**config.mk**
```make
export PLATFORM = sky130hd
export DESIGN_NAME = time_tracking_queue
export DESIGN_NICKNAME = d
export VERILOG_FILES = /design/src/rtl/time_tracking_queue.sv
export SDC_FILE = /design/constraint.sdc
export NUM_CORES = 1
export LEC_CHECK = 0
export BUFFER_PORTS_ARGS = -buffer_cell sky130_fd_sc_hd__buf_2
export CELL_PAD_IN_SITES_DETAIL_PLACEMENT = 1
export CELL_PAD_IN_SITES_GLOBAL_PLACEMENT = 1
export CORE_MARGIN = 8
export CORE_UTILIZATION = 30
export DETAILED_ROUTE_END_ITERATION = 8
export GPL_ROUTABILITY_DRIVEN = 0
export PLACE_DENSITY = 0.57
export SLEW_MARGIN = 0
export SYNTH_ARGS = -nofsm -noshare
export SYNTH_HDL_FRONTEND = slang
export SYNTH_SLANG_ARGS = --single-unit
```
**constraint.sdc**
```tcl
create_clock -name clk -period 6 [get_ports clk]
set_input_delay 0.6 -clock clk [delete_from_list [all_inputs] [get_ports clk]]
set_output_delay 0.6 -clock clk [all_outputs]
set_load 0.01 [all_outputs]
```
**src/rtl/time_tracking_queue.sv**
```systemverilog
// FIFO that stamps each entry on push and reports its queued cycle count on pop.
// Optional same-cycle empty-queue pass-through is enabled by defining TTQ_BYPASS_EN.
module time_tracking_queue #(
    parameter int unsigned DEPTH = 4
) (
    input  logic               clk,
    input  logic               rst,
    input  logic               en,
    input  logic               push,
    input  logic               pop,
    input  logic signed [63:0] data,
    output logic               push_valid,
    output logic               pop_valid,
    output logic signed [63:0] out,
    output logic signed [63:0] waited
);

    localparam int unsigned AW = (DEPTH > 1) ? $clog2(DEPTH) : 1;
    localparam int unsigned CW = $clog2(DEPTH + 1);

    logic [63:0]   mem_data  [DEPTH];
    logic [63:0]   mem_stamp [DEPTH];
    logic [63:0]   now;
    logic [AW-1:0] wr_ptr;
    logic [AW-1:0] rd_ptr;
    logic [CW-1:0] count;

    logic          is_empty;
    logic          is_full;
    logic          pop_ok;
    logic          push_ok;
    logic          bypass;
    logic          store;

    assign is_empty = (count == '0);
    assign is_full  = (count == CW'(DEPTH));
    assign pop_ok   = pop && !is_empty;

`ifdef TTQ_BYPASS_EN
    assign bypass = push && pop && is_empty;
`else
    assign bypass = 1'b0;
`endif

    // A pop frees a slot before the same-cycle push is judged.
    assign push_ok = push && (!is_full || pop_ok);
    assign store   = push_ok && !bypass;

    always_ff @(posedge clk) begin
        if (!rst) begin
            now        <= '0;
            wr_ptr     <= '0;
            rd_ptr     <= '0;
            count      <= '0;
            push_valid <= 1'b0;
            pop_valid  <= 1'b0;
            out        <= '0;
            waited     <= '0;
        end else if (en) begin
            now        <= now + 64'd1;
            push_valid <= push_ok;
            pop_valid  <= pop_ok || bypass;
            if (store) begin
                wr_ptr <= wr_ptr + AW'(1);
            end
            if (pop_ok) begin
                out    <= mem_data[rd_ptr];
                waited <= now - mem_stamp[rd_ptr];
                rd_ptr <= rd_ptr + AW'(1);
            end else if (bypass) begin
                out    <= data;
                waited <= '0;
            end
            unique case ({store, pop_ok})
                2'b10:   count <= count + CW'(1);
                2'b01:   count <= count - CW'(1);
                default: count <= count;
            endcase
        end else begin
            push_valid <= 1'b0;
            pop_valid  <= 1'b0;
        end
    end

    // Storage needs no reset; contents are meaningless until written.
    always_ff @(posedge clk) begin
        if (rst && en && store) begin
            mem_data[wr_ptr]  <= data;
            mem_stamp[wr_ptr] <= now;
        end
    end

endmodule

```
==> impl_metrics.json <==
{
  "status": "finished with violations",
  "violations": "max-capacitance violations, max-slew violations",
  "ys.flop_type": "edfxtp_1",
  "grt_use_total_pct": 14.6,
  "min_to": "mem_data[2][59]$_DFFE_PP_",
  "syn_area_per_cell_um2": 13.8,
  "cts.sinks": 715,
  "timing.final.crit_period_ns": 5.18,
  "required_ns": 6.55,
  "p_per_area_mw_per_mm2": 309,
  "hold_depth": 1,
  "synth_cells": 2210,
  "reg2regPathDepth": 13,
  "vias": 18668,
  "coreArea_mm2": 0.101,
  "remaining_drc_errors": 0,
  "fill_cells": 10684,
  "die_w_um": 335,
  "htreeDepth": 3,
  "fin_crit_sh_pct": 86.3,
  "portBuffers": 198,
  "mostFrequentLayoutCell": "edfxtp_1",
  "areaGrowthSynthToFinish_pct": 17.2,
  "fp-row-count": 117,
  "postRouteAntennaNets": 0,
  "design_area_mm2": 0.0358,
  "worst_slew_pin_slew_ns": 1.50,
  "fin_cells": 3841,
  "fmax_ghz": 0.193,
  "clk_pin_slew_worst_paths_ns": 0.06,
  "slew_headroom_pct": -2.27,
  "post_cts_resized": 0,
  "multi_input_area_mm2": 0.0104,
  "cp.arrival_ns": 5.73,
  "netlist_top_cells_area": "edfxtp_1, dfxtp_1, mux4_2, nand2_1, ha_1",
  "drtIter0Drc": 867,
  "seq_area_mm2": 0.0194,
  "drive_above_1_share_pct": 20.1,
  "hold_violations": 0,
  "hp-class": "primary input to register",
  "fin_tns_setup_ns": 0,
  "yosys_warnings": 0,
  "place_hpwl_mm": 54.2,
  "cap_violations": 1,
  "final_cell_mix": "edfxtp_1, nand2_1, dfxtp_1, buf_2, mux4_2",
  "critical_path_class": "register to register",
  "setup_viol": 0,
  "dieArea_mm2": 0.112,
  "critical_path.endpoint_type": "register",
  "min_from": "data[59]",
  "dp_cells": 3683,
  "wl_per_cell_um": 21.6,
  "total_power_mw": 11.1,
  "start_util_pct": 30.1,
  "drtPass1Iterations": 4,
  "cp-start-kind": "register",
  "post_cts_buffers": 0,
  "root_buffer": "clkbuf_16",
  "yosysTopAreaCell": "edfxtp_1",
  "grt_pass1_vias": 20451,
  "grt_start_max_net_pins": 131,
  "synth_async_sr_flop_share_pct": 0,
  "grt_first_pass_wirelength_mm": 127,
  "viasPerCell": 4.86,
  "clock_skew_ns": 0.0188,
  "synthDistinctLibCells": 73,
  "antenna_found_initial": 17,
  "reg2reg_slack_ns": 0.82,
  "netlist_area_mm2": 0.0305,
  "synth.top_cell.area_share_pct": 50.3,
  "insertion_delay_ns": 0.64,
  "ys_seq_elements": 715,
  "routed_wl_mm": 82.9,
  "max-vdd-ir-drop_v": 0.000227,
  "synth_edf_count": 512,
  "rsz0062_at_grt": "false",
  "io-pin-count": 199,
  "die_h_um": 335,
  "clk_path_buf_depth": 3,
  "cts_tree": "built",
  "p_leak_nw": 12.8,
  "ys_seq_area_share_pct": 63.6,
  "cts_hold_buf": 0,
  "finalNetCount": 2544,
  "placed_area_mm2": 0.0331,
  "overflow": 0,
  "cts_made_buffers": 82,
  "cp_max_fo": 44,
  "r2r_end": "waited[61]$_SDFFE_PN0P_",
  "report.final.slew_viol_count": 1,
  "synthesis.nets": 2355
}
[where the power goes]
part           internal (mW)  total [mW]  switching, mW
logic                  0.254       0.637          0.383
clock network           2.93        5.01           2.08
registers               5.35        5.42         0.0700
[metal layers]
layer,global-route usage (%),vias up,wire length (um)
li1,-,8604,-
met1,19.3,9547,37900
met2,23.6,382,38300
met3,4.06,115,5030
met4,3.79,20,1550
met5,0,-,135
[layout make-up]
cell class	instances	share of cell area, %
Sequential cell	715	54.3
Multi-Input combinational cell	1291	28.9
Clock buffer	116	6.43
Tap cell	1368	4.78
Timing Repair Buffer	216	3.37
Clock inverter	36	1.14
Inverter	93	0.975
Antenna cell	6	0.0419
[state kept, by name (all words and copies together) (netlist names), named ones only]
signal,count
pop_valid,1
wr_ptr,2
count,3
out,64
mem_stamp,256
mem_data,256
waited,64
rd_ptr,2
now,64
push_valid,1
[worst max-delay path: stages, from the launching register on]
cell and delay (ns):
dfxtp_4 0.52, buf_12 0.37, mux4_2 0.57, inv_1 0.08, ha_1 0.28, nand4_1 0.22
nor3_1 0.33, nand3_1 0.12, a2111oi_0 1.28, a211o_1 0.26, nand2_1 0.22, o41ai_1 0.54
nand4b_1 0.15, o211ai_1 0.14
[synthesized netlist by cell type, types with 3 or more instances]
master / count
nor2_1: 35
a21o_1: 21
mux4_2: 128
dfxtp_1: 203
clkbuf_1: 85
nor2b_1: 7
o21ai_1: 3
xnor2_1: 76
buf_2: 8
o21ai_0: 94
a41oi_1: 3
a21boi_0: 81
o211ai_1: 7
xor2_1: 38
nand4_1: 32
nand2b_1: 8
a21oi_1: 85
nor3_1: 8
inv_1: 93
nand3b_1: 4
a31oi_1: 8
o211a_1: 9
ha_1: 74
mux2i_1: 4
nand3_1: 54
buf_1: 17
or4_1: 3
and3_1: 27
nand2_1: 270
o21bai_1: 14
and2_1: 102
or3_1: 13
o21a_1: 10
a211oi_1: 3
o31ai_1: 8
and4_1: 10
edfxtp_1: 512
o41ai_1: 3
[kinds of logic after synthesis]
family                     count (synthesis)  share of synthesized area, %
DFF                                      715                          63.6
AOI/OAI and AO/OA                        377                          8.16
and+or+nand+nor                          592                          9.64
adders and majority gates                 76                          3.16
buffers and inverters                    204                          2.55
xor gates and xnor gates                 114                          3.27
muxes                                    132                          9.57
[worst max-delay path by stage]
stage,depth (start not counted),to,start,slack [ns]
floorplan,4,mem_data[0][0]$_DFFE_PP_,en,1.28
detailed placement,13,waited[61]$_SDFFE_PN0P_,register,0.93
finish,13,waited[61]$_SDFFE_PN0P_,register,0.82
CTS,13,waited[61]$_SDFFE_PN0P_,register,0.92
global route,13,waited[61]$_SDFFE_PN0P_,register,0.58
global placement,13,waited[61]$_SDFFE_PN0P_,register,1.05
[through the flow]
step,worst slack (ns),utilization (%),hold slack [ns]
floorplan,1.28,-,0.474
global placement,1.05,32.6,0.449
detailed placement,0.935,32.6,0.456
CTS,0.916,35.3,0.101
global route,0.584,35.3,0.132
finish,0.820,35.3,0.169
Note: power is estimated with default switching activity, not from simulation.
